===== config.mk =====
export PLATFORM = sky130hd
export DESIGN_NAME = bcd_scan_display
export DESIGN_NICKNAME = d
export VERILOG_FILES = /design/src/rtl/display_pkg.sv /design/src/rtl/seg7_decoder.sv /design/src/rtl/bcd_scan_display.sv
export SDC_FILE = /design/constraint.sdc
export NUM_CORES = 1
export LEC_CHECK = 0
export CORE_AREA = 10 10 126 128
export DETAILED_ROUTE_END_ITERATION = 12
export DIE_AREA = 0 0 136 138
export GPL_ROUTABILITY_DRIVEN = 0
export HOLD_SLACK_MARGIN = 0.05
export PLACE_DENSITY = 0.43
export SLEW_MARGIN = 20
export SYNTH_ARGS = -nofsm -noshare
export SYNTH_HDL_FRONTEND = slang
export SYNTH_HIERARCHICAL = 1
export SYNTH_SLANG_ARGS = --single-unit
export TNS_END_PERCENT = 1

===== constraint.sdc =====
create_clock -name clk -period 3 [get_ports clk]
set_clock_uncertainty 0.2 [all_clocks]
set_input_delay 0.6 -clock clk [delete_from_list [all_inputs] [get_ports clk]]
set_output_delay 0.6 -clock clk [all_outputs]
set_load 0.01 [all_outputs]

===== src/rtl/display_pkg.sv =====
// Shared 7-segment display definitions: segment bit order and active-high glyph constants.
// Glyphs use bit0=a ... bit6=g ordering.
package display_pkg;

    typedef logic [6:0] glyph_t;

    typedef enum int {
        SEG_A = 0,
        SEG_B = 1,
        SEG_C = 2,
        SEG_D = 3,
        SEG_E = 4,
        SEG_F = 5,
        SEG_G = 6
    } seg_bit_e;

    localparam glyph_t GLYPH_0    = 7'h3F;
    localparam glyph_t GLYPH_1    = 7'h06;
    localparam glyph_t GLYPH_2    = 7'h5B;
    localparam glyph_t GLYPH_3    = 7'h4F;
    localparam glyph_t GLYPH_4    = 7'h66;
    localparam glyph_t GLYPH_5    = 7'h6D;
    localparam glyph_t GLYPH_6    = 7'h7D;
    localparam glyph_t GLYPH_7    = 7'h07;
    localparam glyph_t GLYPH_8    = 7'h7F;
    localparam glyph_t GLYPH_9    = 7'h6F;
    localparam glyph_t GLYPH_A    = 7'h77;
    localparam glyph_t GLYPH_B    = 7'h7C;
    localparam glyph_t GLYPH_C    = 7'h39;
    localparam glyph_t GLYPH_D    = 7'h5E;
    localparam glyph_t GLYPH_E    = 7'h79;
    localparam glyph_t GLYPH_F    = 7'h71;
    localparam glyph_t GLYPH_DASH = 7'h40;

endpackage


===== src/rtl/seg7_decoder.sv =====
// Combinational 4-bit value to active-high 7-segment glyph.
// With i_hex_mode low, values 10..15 render as a dash.
module seg7_decoder
    import display_pkg::*;
(
    input  logic [3:0] i_value,
    input  logic       i_hex_mode,
    output glyph_t     o_glyph
);

    always_comb begin
        o_glyph = GLYPH_DASH;
        case (i_value)
            4'h0: o_glyph = GLYPH_0;
            4'h1: o_glyph = GLYPH_1;
            4'h2: o_glyph = GLYPH_2;
            4'h3: o_glyph = GLYPH_3;
            4'h4: o_glyph = GLYPH_4;
            4'h5: o_glyph = GLYPH_5;
            4'h6: o_glyph = GLYPH_6;
            4'h7: o_glyph = GLYPH_7;
            4'h8: o_glyph = GLYPH_8;
            4'h9: o_glyph = GLYPH_9;
            4'hA: o_glyph = i_hex_mode ? GLYPH_A : GLYPH_DASH;
            4'hB: o_glyph = i_hex_mode ? GLYPH_B : GLYPH_DASH;
            4'hC: o_glyph = i_hex_mode ? GLYPH_C : GLYPH_DASH;
            4'hD: o_glyph = i_hex_mode ? GLYPH_D : GLYPH_DASH;
            4'hE: o_glyph = i_hex_mode ? GLYPH_E : GLYPH_DASH;
            4'hF: o_glyph = i_hex_mode ? GLYPH_F : GLYPH_DASH;
        endcase
    end

endmodule


===== src/rtl/bcd_scan_display.sv =====
// Multiplexed 7-segment driver: double-buffered digit load, prescaled digit scan,
// leading-zero blanking and an all-off gap at the start of each digit slot.
module bcd_scan_display
    import display_pkg::*;
#(
    parameter int NUM_DIGITS     = 4,
    parameter int SCAN_DIV       = 12500,
    parameter int BLANK_CYCLES   = 250,
    parameter bit HEX_MODE       = 1'b0,
    parameter bit AN_ACTIVE_LOW  = 1'b1,
    parameter bit SEG_ACTIVE_LOW = 1'b1
) (
    input  logic                    clk,
    input  logic                    rst_n,
    input  logic [4*NUM_DIGITS-1:0] data_in,
    input  logic [NUM_DIGITS-1:0]   dp_in,
    input  logic                    lzb_en,
    input  logic                    load,
    output logic                    pending,
    output logic                    frame_start,
    output logic [NUM_DIGITS-1:0]   an,
    output logic [6:0]              seg,
    output logic                    dp
);

    localparam int DATA_W = 4 * NUM_DIGITS;
    localparam int CNT_W  = $clog2(SCAN_DIV);
    localparam int IDX_W  = (NUM_DIGITS > 1) ? $clog2(NUM_DIGITS) : 1;

    localparam logic [CNT_W-1:0]      CNT_LAST = CNT_W'(SCAN_DIV - 1);
    localparam logic [IDX_W-1:0]      IDX_LAST = IDX_W'(NUM_DIGITS - 1);
    localparam logic [NUM_DIGITS-1:0] AN_OFF   = {NUM_DIGITS{AN_ACTIVE_LOW}};
    localparam glyph_t                SEG_OFF  = {7{SEG_ACTIVE_LOW}};
    localparam logic                  DP_OFF   = SEG_ACTIVE_LOW;

    logic [CNT_W-1:0]      r_cnt;
    logic [IDX_W-1:0]      r_idx;
    logic [DATA_W-1:0]     r_shadow_data;
    logic [NUM_DIGITS-1:0] r_shadow_dp;
    logic [DATA_W-1:0]     r_active_data;
    logic [NUM_DIGITS-1:0] r_active_dp;
    logic                  r_pending;
    logic                  r_frame_start;
    logic [NUM_DIGITS-1:0] r_an;
    glyph_t                r_seg;
    logic                  r_dp;

    logic                  w_slot_end;
    logic                  w_commit;
    logic                  w_lit;
    logic [NUM_DIGITS-1:0] w_blank;
    logic [NUM_DIGITS-1:0] w_an_onehot;
    logic [3:0]            w_digit_val;
    glyph_t                w_glyph;

    assign w_slot_end  = (r_cnt == CNT_LAST);
    assign w_commit    = w_slot_end && (r_idx == IDX_LAST);
    assign w_digit_val = r_active_data[{r_idx, 2'b00} +: 4];

    generate
        if (BLANK_CYCLES == 0) begin : g_no_gap
            assign w_lit = 1'b1;
        end else begin : g_gap
            assign w_lit = (r_cnt >= CNT_W'(BLANK_CYCLES));
        end
    endgenerate

    // A digit above 0 is blanked only when it and every more significant digit are zero.
    genvar gi;
    generate
        for (gi = 0; gi < NUM_DIGITS; gi++) begin : g_digit
            assign w_an_onehot[gi] = (r_idx == IDX_W'(gi));
            if (gi == 0) begin : g_lsd
                assign w_blank[gi] = 1'b0;
            end else begin : g_upper
                assign w_blank[gi] = lzb_en && (r_active_data[DATA_W-1:4*gi] == '0);
            end
        end
    endgenerate

    seg7_decoder u_decoder (
        .i_value    (w_digit_val),
        .i_hex_mode (HEX_MODE),
        .o_glyph    (w_glyph)
    );

    always_ff @(posedge clk or negedge rst_n) begin
        if (!rst_n) begin
            r_cnt         <= '0;
            r_idx         <= '0;
            r_shadow_data <= '0;
            r_shadow_dp   <= '0;
            r_active_data <= '0;
            r_active_dp   <= '0;
            r_pending     <= 1'b0;
        end else begin
            r_cnt <= w_slot_end ? '0 : r_cnt + 1'b1;
            if (w_slot_end) begin
                r_idx <= (r_idx == IDX_LAST) ? '0 : r_idx + 1'b1;
            end
            // A load on the commit edge still commits the old shadow; the new data waits a frame.
            if (w_commit && r_pending) begin
                r_active_data <= r_shadow_data;
                r_active_dp   <= r_shadow_dp;
            end
            if (load) begin
                r_shadow_data <= data_in;
                r_shadow_dp   <= dp_in;
                r_pending     <= 1'b1;
            end else if (w_commit) begin
                r_pending     <= 1'b0;
            end
        end
    end

    always_ff @(posedge clk or negedge rst_n) begin
        if (!rst_n) begin
            r_frame_start <= 1'b0;
            r_an          <= AN_OFF;
            r_seg         <= SEG_OFF;
            r_dp          <= DP_OFF;
        end else begin
            r_frame_start <= w_commit;
            r_an          <= w_lit ? (w_an_onehot ^ AN_OFF) : AN_OFF;
            r_seg         <= (w_lit && !w_blank[r_idx]) ? (w_glyph ^ SEG_OFF) : SEG_OFF;
            r_dp          <= (w_lit && r_active_dp[r_idx]) ^ DP_OFF;
        end
    end

    assign pending     = r_pending;
    assign frame_start = r_frame_start;
    assign an          = r_an;
    assign seg         = r_seg;
    assign dp          = r_dp;

endmodule


Word level (Yosys, flattened, before mapping)
Cells that the tools add are included.
Widths: inputs -> output; s select.
{"block": "word_totals", "inputBits": 24, "elab_cells": 64, "memories": 0, "out_inout_bits": 14, "latchBits": 0, "ram_bits": 0, "reg_bits": 70, "mem_bits_ro": 0}
{"block": "classes", "n_addsub": 2, "bitwise": 3, "magnitude_cmp": 2, "n_mux": 11, "div_mod_pow": 0, "n_shift": 1, "n_eq_ne": 19, "reduce_logical": 15, "mul": 0}
{"operator": "$pmux 7 s11", "count": 1}
{"operator": "$eq 4x4->1 const B", "count": 8}
{"operator": "$eq 4x3->1 const B", "count": 4}
{"operator": "$shiftx 16x5->4", "count": 1}
{"operator": "$add 14x1->14 const B", "count": 1}
{"operator": "$eq 14x14->1 const B", "count": 1}
{"operator": "$ge 14x8->1 const B", "count": 1}
{"operator": "$mux 14", "count": 1}
{"operator": "$logic_not 12->1", "count": 1}
{"operator": "$eq 4x2->1 const B", "count": 2}
{"operator": "$logic_not 4->1", "count": 2}
{"operator": "$logic_not 8->1", "count": 1}
{"operator": "$logic_and 1x1->1", "count": 7}
{"operator": "$mux 7", "count": 1}
{"operator": "$not 7->7", "count": 1}
{"operator": "$reduce_or 6->1", "count": 1}
{"operator": "$bmux 1 s2", "count": 2}
{"operator": "$eq 2x2->1 const B", "count": 2}
{"operator": "$eq 4x1->1 const B", "count": 1}
{"operator": "$mux 1", "count": 4}
{"operator": "$mux 4", "count": 1}
{"operator": "$not 4->4", "count": 1}
{"operator": "$lt 2x3->1 const B", "count": 1}
{"operator": "$add 2x1->2 const B", "count": 1}
{"operator": "other kinds (6)", "count": 6}

Depth between registers and ports, before layout
Gate-level depths: netlist (run 1).
{"block": "depth", "depth_word": 7, "depth_mapped": 8, "depth_no_buf": 6}

Modules after synthesis
The synthesis (run 1) kept the hierarchy.
{"mod": "bcd_scan_display", "area_per_inst_um2": 3019.1, "n_inst": 1, "cells_each": 209, "seq_area_each_um2": 1766.7}
{"mod": "seg7_decoder", "area_per_inst_um2": 282.8, "n_inst": 1, "cells_each": 43, "seq_area_each_um2": 0.0}

Least setup slack after synthesis (run 1)
OpenSTA, ideal clock, no wires.
{"block": "synth_path", "path_kind": "register to register", "start": "register r_idx[1]", "end": "register r_seg[3], in the netlist seg[3]", "path_stages_with_launch": 7, "period_less_slack_ns": 2.144, "setup_time_ns": 0.062, "path_buffers": 1, "arrival_time_ns": 1.882, "t_required_ns": 2.738, "path_slack_ns": 0.856, "path_cell_list": "dfrtp_1 clkbuf_1 mux4_2 and2b_4 mux2i_1 o221a_2 nand2_1"}
{"block": "synth_between", "elab_chain_cells": 6, "elab_cells_between_ends": 25, "classes_between": "eq/ne (15); shift (1); mux (4); bitwise (1); reduce/logical (4)"}
{"element": "from (decl)", "line_no": "bcd_scan_display.sv:37", "text": "logic [IDX_W-1:0] r_idx;"}
{"element": "from (signal assigned)", "line_no": "bcd_scan_display.sv:99", "text": "r_idx <= (r_idx == IDX_LAST) ? '0 : r_idx + 1'b1;"}
{"element": "$shiftx 16x5->4 *", "line_no": "bcd_scan_display.sv:58", "text": "assign w_digit_val = r_active_data[{r_idx, 2'b00} +: 4];"}
{"element": "named net w_digit_val[3]", "line_no": "bcd_scan_display.sv:53", "text": "logic [3:0] w_digit_val;"}
{"element": "$eq 4x4->1", "line_no": "seg7_decoder.sv:13", "text": "case (i_value)"}
{"element": "$reduce_or 6->1 (no line)"}
{"element": "$pmux 7 s11 *", "line_no": "seg7_decoder.sv:13"}
{"element": "named net w_glyph[3]", "line_no": "bcd_scan_display.sv:54", "text": "glyph_t w_glyph;"}
{"element": "$not 7->7 (no line) *"}
{"element": "$mux 7 *", "line_no": "bcd_scan_display.sv:125", "text": "r_seg <= (w_lit && !w_blank[r_idx]) ? (w_glyph ^ SEG_OFF) : SEG_OFF;"}
{"element": "to (signal assigned)", "line_no": "bcd_scan_display.sv:125"}
{"element": "to (decl)", "line_no": "bcd_scan_display.sv:45", "text": "glyph_t r_seg;"}
The timed path passes the listed nets; every way through them passes the cells marked *. The select of a mux whose other input is x is not followed.
A chain may end at the register's enable or synchronous reset.

Final worst setup path (run 1)
{"block": "layout_path", "start": "register r_cnt[1]", "end": "register r_active_data[5]"}
{"block": "layout_between", "elab_chain_cells": 3}
{"element": "from (decl)", "line_no": "bcd_scan_display.sv:36", "text": "logic [CNT_W-1:0] r_cnt;"}
{"element": "from (signal assigned)", "line_no": "bcd_scan_display.sv:97", "text": "r_cnt <= w_slot_end ? '0 : r_cnt + 1'b1;"}
{"element": "$eq 14x14->1", "line_no": "bcd_scan_display.sv:56", "text": "assign w_slot_end = (r_cnt == CNT_LAST);"}
{"element": "$logic_and 1x1->1", "line_no": "bcd_scan_display.sv:57", "text": "assign w_commit = w_slot_end && (r_idx == IDX_LAST);"}
{"element": "$logic_and 1x1->1", "line_no": "bcd_scan_display.sv:102", "text": "if (w_commit && r_pending) begin"}
{"element": "to (signal assigned)", "line_no": "bcd_scan_display.sv:103", "text": "r_active_data <= r_shadow_data;"}
{"element": "to (decl)", "line_no": "bcd_scan_display.sv:40", "text": "logic [DATA_W-1:0] r_active_data;"}
No other way between the ends.

==> impl_metrics.ini, run 1 <==
[sta]
period_share = 0.797
max_freq_mhz = 418
setup_viol = 0
final_hold_viol_count = 0
period_minus_slack_ns = 2.39
final_max_slew_viol_count = 0
max-slew-margin-rel = 0.608
rsz0062_at_grt = no
tns_ns = 0
timing.final.ws_setup_ns = 0.610
tightest_slew_ns = 0.588

[die]
fp.dieArea_mm2 = 0.0188
die_h_um = 138
rows = 43
die_w_um = 136
start_util = 0.245
ios = 38
coreArea_mm2 = 0.0135

[drt]
wl_mm = 6.78
drtIter0Drc = 197
drc_errors = 0
postRouteAntennaNets = 0
first_pass_iters = 4
wire_per_inst_um = 14.3
vias_per_cell = 4.22
vias = 2001

[critical_path]
worst-endpoint-arrival_ns = 2.41
start_kind = register
crit_type = reg -> reg
cp_top_family = simple AND/OR/NAND/NOR gates
slowest_stage = and3_4
crit_buf_inv = 0
cp-end-kind = register
required_ns = 3.02
critical_path.max_fanout = 20
critical_path.cell_chain = ha_1, nor4bb_1, and4b_4, and3_4, mux2_4
cpPeakStageDelay_ns = 0.47

[cells_and_area]
area_delta_synth_final_pct = 24.5
ff_latch_area_mm2 = 0.00177
multi_input_area_mm2 = 0.00141
n_fill_cell = 1343
drive_gt1_frac = 0.289
nNetsFinal = 319
fin_cells = 474
num_antenna_cells = 0

[grt]
grt_pass1_wl_mm = 11.2
gr-total-overflow = 0
track_usage = 0.0761
grt_max_degree = 47
grt_busiest_layer = met2
antenna_found_initial = 0
use_met1 = 0.101
use_met2 = 0.104
grt_pass1_vias = 2055
grt.met3_usage = 0.0250

[clocking]
cts.sinks = 70
cts_max_level = 3
cts_hold_buf = 0
post_cts_buffers = 0
clkLatencyLatePin_ns = 0.34
cts_resized = 0
cts-root-buf = clkbuf_16
clk_pin_slew_ns = 0.05
cts_tree = done
cts_made_buffers = 9
clockBufferDepth = 2

[yosys]
syn_area_per_cell_um2 = 13.1
syn-cell-area_mm2 = 0.00330
seq_area_frac_synth = 0.535
synth-edff-count = 0
synth_ff_type = dfrtp_1
synthCells = 252
yosysTopAreaCell = dfrtp_1
synth_top_area_share = 0.440
synth_top_cells_by_area = dfrtp_1 44%, dfstp_2 9.5%, mux2_4 9.1%, mux2_2 6.8%, mux4_2 3.4%
synth-warning-count = 6
synth-seq-cells = 70
post_synth_num_cell_types = 55
synth_fp_nets = 282
async_flop_share = 1.00

[placed_design]
dp.cells = 458
dp_hpwl_mm = 4.81
numPortBuffers = 37
post-place-ws_ns = 0.607

[power]
leakage_nw = 1.69
power.density_mw_per_mm2 = 512
vdd_drop_max_mv = 0.271
fin_total_pwr_mw = 2.11

[status]
status = finished, final reports clean

[hold_path]
hp-class = in -> async

[flow_run]
max_cap_viol_count = 0
==> cells by family (layout without fill, tap and decap cells) <==
group                      Yosys count  count (layout)  share of synthesized area
xor gates and xnor gates            11              11                     0.0292
DFF                                 70              70                      0.535
other                                1               1                    0.00114
buffers and inverters               21              63                     0.0394
muxes                               46              46                      0.196
adders and majority gates            6               6                     0.0227
and+or+nand+nor                     69              69                      0.116
AOI/OAI and AO/OA                   28              28                     0.0599
==> cells in the mapped netlist (5+ instances only) <==
library cell and number:
nand2_1 21, mux2_4 20, xor2_1 6, clkbuf_1 5, xnor2_1 5, nand3_1 9, o21ai_0 5, mux4_2 5
mux2_2 20, dfrtp_1 58, inv_1 8, nor2_1 14, dfstp_2 12, ha_1 6, a21oi_1 7
==> flip-flops by register name (all words and copies together), names as in the netlist <==
| signal | flops |
|---|---|
| r_shadow_dp | 4 |
| pending | 1 |
| r_active_dp | 4 |
| seg | 7 |
| an | 4 |
| frame_start | 1 |
| r_cnt | 14 |
| r_idx | 2 |
| r_active_data | 16 |
| r_shadow_data | 16 |
| dp | 1 |
==> worst paths after layout <==
path,from,endpoint,slack (ns),depth (start not counted)
max reg2reg,r_cnt[1],r_active_data[5],0.61,5
max,r_cnt[1],r_active_data[5],0.61,5
max in group asynchronous,rst_n,seg[5],1.83,2
min in group clk,r_active_dp[2],r_active_dp[2],0.31,1
min reg2reg,r_active_dp[2],r_active_dp[2],0.31,1
min,rst_n,r_cnt[11],0.07,1
==> per-layer routing <==
metal	wire (um)	share of wire	up-vias
met1	3370	0.50	990
met2	2890	0.43	35
met4	183	0.027	0
met3	337	0.050	14
met5	0	0	-
li1	-	-	962
==> layout make-up <==
type,instances,area share
tap,180,0.0548
timing repair buffer,39,0.0956
inverter,8,0.00731
multi-input combinational,161,0.342
sequential,70,0.430
clock buffer,9,0.0548
clock inverter,7,0.0158
==> metrics by stage <==
step,instance area (um^2),util,hold WS (ns)
2_1_floorplan,3300,-,0.104
3_3_place_gp,3820,0.283,0.285
3_5_place_dp,3820,0.283,0.297
4_1_cts,4110,0.304,0.0783
5_1_grt,4110,0.304,0.110
6_report,4110,0.304,0.0670
==> where the power goes <==
part / leakage, nW / switching [mW] / internal, mW
Combinational: 0.681 / 0.0364 / 0.0538
Clock: 0.141 / 0.390 / 0.636
Sequential: 0.872 / 0.0171 / 0.973
==> worst register-to-register path: stages (launching register included) <==
cell and delay, ns:
dfrtp_1 0.40, ha_1 0.24, nor4bb_1 0.22, and4b_4 0.39, and3_4 0.47, mux2_4 0.36
==> cells in the final DEF (no fill, tap or decap), types with 3 or more instances in the layout <==
cell             netlist  layout
xnor2_1                5       5
xor2_1                 6       6
inv_1                  8       8
nand3_1                9       9
nor2_1                14      14
dfrtp_1               58      58
mux2_4                20      20
o21ai_0                5       5
clkbuf_16              0       9
mux2_2                20      20
ha_1                   6       6
o21ai_1                3       3
nor4_1                 3       3
clkdlybuf4s50_1        0      36
mux4_2                 5       5
nand2_1               21      21
a21oi_1                7       7
dfstp_2               12      12
clkinv_2               0       4
No activity file was read; power rests on OpenSTA's default activity.
==> inputs of run 2 (changes only) <==
Settings changed: PLACE_DENSITY 0.43 to 0.44.
Clock period 3 ns to 1.95 ns, I/O delays scaled along.
==> run 2 against run 1 <==
The flow now finishes with violations (setup timing). Wire length increased by 5.9%. Die area unchanged. Register-to-register slack got worse by 0.67 ns. Non-clock buffer count increased by 44. Final cell count increased by 9.3%. Clock-buffer cell count increased by 6. Core utilization increased by 2.8 points. Sequential cell count unchanged. Design area increased by 9.2%. Critical path type unchanged. Largest power group is now sequential cells.
==> impl_metrics.ini, run 2 (same netlist as run 1, synthesis figures left out) <==
[die]
coreArea_mm2 = 0.0135
die_h_um = 138
die_w_um = 136
rows = 43
fp.dieArea_mm2 = 0.0188
ios = 38
start_util = 0.245

[critical_path]
worst-endpoint-arrival_ns = 2.02
crit_start = r_cnt[11]
start_kind = register
critical_path.max_fanout = 10
endpoint = r_active_data[2]
cp.depth = 5
r2r_cells = 5
critical_path.cell_chain = nor4_4, and4b_4, and3_4, buf_12, mux2_4
crit_type = reg -> reg
slowest_stage = dfrtp_1
cp-end-kind = register
cpPeakStageDelay_ns = 0.40
reg2reg_to = r_active_data[2]
cp_top_family = simple AND/OR/NAND/NOR gates
required_ns = 1.96
rr_startpoint = r_cnt[11]
crit_buf_inv = 1
r2r_slack_ns = -0.06

[sta]
setup_viol = 20
max_freq_mhz = 498
period_minus_slack_ns = 2.01
period_share = 1.03
rsz0062_at_grt = yes
tns_ns = -1.01
final_max_slew_viol_count = 0
final_hold_viol_count = 0
timing.final.ws_setup_ns = -0.0573

[clocking]
clockBufferDepth = 2
cts.sinks = 70
post_cts_buffers = 0
cts_max_level = 3
cts-root-buf = clkbuf_16
cts_tree = done
clk_pin_slew_ns = 0.05
cts_made_buffers = 9
clkLatencyLatePin_ns = 0.33

[drt]
wire_per_inst_um = 13.9
wl_mm = 7.18
route.met3.wl_um = 390
drtIter0Drc = 83
wl_met2_mm = 2.94
vias = 2119
drc_errors = 0
vias_per_cell = 4.09
drt-met1-wl_mm = 3.73
postRouteAntennaNets = 0
top_layer_used = met4
first_pass_iters = 4

[placed_design]
dp_hpwl_mm = 5.20
dp.cells = 501
dpl-instance-area_mm2 = 0.00420
post-place-ws_ns = -0.0723
numPortBuffers = 37

[cells_and_area]
multi_input_area_mm2 = 0.00142
drive_gt1_frac = 0.388
num_antenna_cells = 0
finalInstanceArea_mm2 = 0.00449
n_fill_cell = 1326
nNetsFinal = 363
top_regs = r_active_data (16), r_shadow_data (16), r_cnt (14)
fin_cells = 518
final_common_cell = dfrtp_1
area_delta_synth_final_pct = 36.0
ff_latch_area_mm2 = 0.00177
final_cell_mix = 56 x dfrtp_1, 40 x buf_4, 23 x clkdlybuf4s50_1

[power]
vdd_drop_max_mv = 0.406
power.density_mw_per_mm2 = 711
leakage_nw = 1.91

[grt]
gr-total-overflow = 0
track_usage = 0.0819
grt_pass1_wl_mm = 12.2
grt_pass1_vias = 2279
antenna_found_initial = 0
grt_max_degree = 71

[status]
status = finished, violations left
violations = setup timing

[hold_path]
hp-class = reg -> reg
hold_start = r_active_dp[2]

[flow_run]
max_cap_viol_count = 0
## run 2: cell count changes in the layout (fill, tap and decap cells not counted), moves of 2 or more
| cell | change |
|---|---|
| clkinvlp_4 | -2 |
| dlygate4sd2_1 | +12 |
| clkbuf_1 | +3 |
| clkinv_2 | -3 |
| clkbuf_8 | +3 |
| buf_12 | +4 |
| clkdlybuf4s50_1 | -13 |
| buf_4 | +39 |
| dfrtp_1 | -2 |
| dfrtp_2 | +2 |
## run 2: how the worst min path moves through the flow
stage / endpoint / slack, ns / cells after the start
finish: r_active_dp[2] / 0.30 / 1
detailed placement: r_cnt[10] / 0.25 / 2
global placement: r_cnt[10] / 0.25 / 2
floorplan: frame_start / -0.11 / 0
CTS: r_active_data[11] / 0.31 / 1
global route: r_shadow_data[11] / 0.32 / 1
## run 2: where the power goes
group | internal, mW | switching (mW)
sequential | 1.50 | 0.0259
clock | 0.963 | 0.560
combinational | 0.0871 | 0.0565
total | 2.55 | 0.642
## run 2: layer usage
layer / vias to the layer above / GRT usage
li1: 1051 / -
met1: 1024 / 0.112
met2: 38 / 0.110
met3: 6 / 0.0341
met4: 0 / 0.0353
met5: - / 0
## run 2: per-stage QoR
step | power (mW) | hold WS (ns) | util
3_3_place_gp | 1.69 | 0.246 | 0.311
6_report | 3.19 | 0.301 | 0.332
4_1_cts | 3.26 | 0.307 | 0.331
3_5_place_dp | 1.69 | 0.250 | 0.311
2_1_floorplan | 1.59 | -0.106 | -
5_1_grt | 3.35 | 0.322 | 0.332
## run 2: repair_timing
action	4_1_cts	5_1_grt
hold endpoints to repair	58	0
pin swaps	2	1
hold buffers	1	0
endpoints found under the setup margin	35	27
gates resized for setup	12	6
## run 2: area by class of cell
type | instances | share of cell area
Clock inverter | 1 | 0.00111
Tap cell | 180 | 0.0502
Multi-Input combinational cell | 161 | 0.316
Clock buffer | 15 | 0.0619
Sequential cell | 70 | 0.394
Timing Repair Buffer | 83 | 0.170
Inverter | 8 | 0.00669
==> inputs of run 3 (changes only) <==
Settings changed: PLACE_DENSITY 0.44 to unset.
==> run 3 against run 2 <==
The run still ends with setup timing left. Clock power up 15%. Setup slack worse by 0.0055 ns. Hold slack better by 0.0029 ns. Die area unchanged. Wire length down 0.33%. Design area up 0.39%. Global-route usage down 0.33 points. First-iteration DRC count up 80%. Clock-buffer cell count down 6. Non-clock buffer count down 4. Core utilization up 0.13 points.
==> impl_metrics.ini, run 3 (same netlist as run 1, synthesis figures left out) <==
[status]
status = finished, violations left
violations = setup timing

[drt]
first_pass_iters = 4
vias_per_cell = 4.26
wire_per_inst_um = 13.9
wl_mm = 7.16
postRouteAntennaNets = 0
route.met3.wl_um = 508
vias = 2190
drt-met1-wl_mm = 3.35
drtIter0Drc = 149
top_layer_used = met4
drc_errors = 0
wl_met2_mm = 3.14

[power]
power.density_mw_per_mm2 = 758
vdd_drop_max_mv = 0.468
leakage_nw = 1.90
fin_total_pwr_mw = 3.42

[placed_design]
dp_hpwl_mm = 5.14
numPortBuffers = 37
dp.cells = 496
post-place-ws_ns = -0.0821

[cells_and_area]
drive_gt1_frac = 0.383
area_delta_synth_final_pct = 36.5
nNetsFinal = 359
final_common_cell = dfrtp_1
top_regs = r_active_data (16), r_shadow_data (16), r_cnt (14)
num_antenna_cells = 0
final_cell_mix = 57 x dfrtp_1, 34 x buf_4, 23 x clkdlybuf4s50_1
fin_cells = 514

[die]
rows = 43
fp.dieArea_mm2 = 0.0188
die_h_um = 138
die_w_um = 136
start_util = 0.245
coreArea_mm2 = 0.0135
ios = 38

[hold_path]
hp-class = reg -> reg

[sta]
rsz0062_at_grt = yes
hold_slack_ns = 0.304
setup_viol = 22
final_hold_viol_count = 0
max_freq_mhz = 497
period_minus_slack_ns = 2.01
timing.final.ws_setup_ns = -0.0627
final_max_slew_viol_count = 0
tns_ns = -1.06
period_share = 1.03

[critical_path]
crit_type = reg -> reg
critical_path.max_fanout = 10
cp-end-kind = register
start_kind = register
required_ns = 1.96
worst-endpoint-arrival_ns = 2.02

[clocking]
cts_tree = done
cts_max_level = 3
clk_pin_slew_ns = 0.06
cts-root-buf = clkbuf_16
clkLatencyLatePin_ns = 0.33
cts_made_buffers = 9
clockBufferDepth = 2
cts.sinks = 70

[grt]
track_usage = 0.0787
grt_max_degree = 71
gr-total-overflow = 0
antenna_found_initial = 0
grt_pass1_vias = 2228
grt_pass1_wl_mm = 11.8

[flow_run]
max_cap_viol_count = 0
-- run 3: through the flow --
stage / utilization / area [um^2]
2_1_floorplan: - / 3310
6_report: 0.334 / 4510
3_5_place_dp: 0.307 / 4150
3_3_place_gp: 0.307 / 4150
4_1_cts: 0.332 / 4480
5_1_grt: 0.334 / 4510
-- run 3: critical path, stage by stage, from the launching register on --
cell     delay (ns)
dfrtp_1        0.40
nor4_4         0.33
and4b_4        0.28
and3_4         0.22
buf_12         0.15
mux2_4         0.30
-- run 3: final cells by class --
class | count | area, um^2
fillers | 1299 | 9000
inverters | 8 | 30.0
flip-flops and latches | 70 | 1770
well taps | 180 | 225
multi-input cells | 161 | 1430
clock buffers | 9 | 225
repair buffers | 79 | 732
clock inverters | 7 | 95.1
-- run 3: worst paths after layout --
check,start,endpoint,slack [ns],cells past startpoint
max in group asynchronous,rst_n,an[2],0.80,3
min,r_shadow_data[14],r_active_data[14],0.30,1
max,r_cnt[9],r_active_dp[2],-0.06,5
min in group asynchronous,rst_n,r_cnt[8],0.40,3
max reg2reg,r_cnt[9],r_active_dp[2],-0.06,5
min reg2reg,r_shadow_data[14],r_active_data[14],0.30,1
-- run 3: routing by layer --
| metal | GRT usage | vias up |
|---|---|---|
| met5 | 0 | - |
| met4 | 0.0404 | 0 |
| met3 | 0.0304 | 10 |
| met2 | 0.112 | 53 |
| met1 | 0.101 | 1077 |
| li1 | - | 1050 |
-- run 3: power by group --
part | internal, mW | leakage [nW] | switching, mW
combinational | 0.0870 | 0.874 | 0.0555
sequential | 1.50 | 0.870 | 0.0256
clock | 1.12 | 0.156 | 0.628
-- run 3: repair_timing --
action	CTS	global route
buffers inserted	0	1
gates resized for setup	15	6
hold buffers	1	0
setup endpoints to repair	35	28
hold endpoints to repair	58	0
pin swaps	3	3
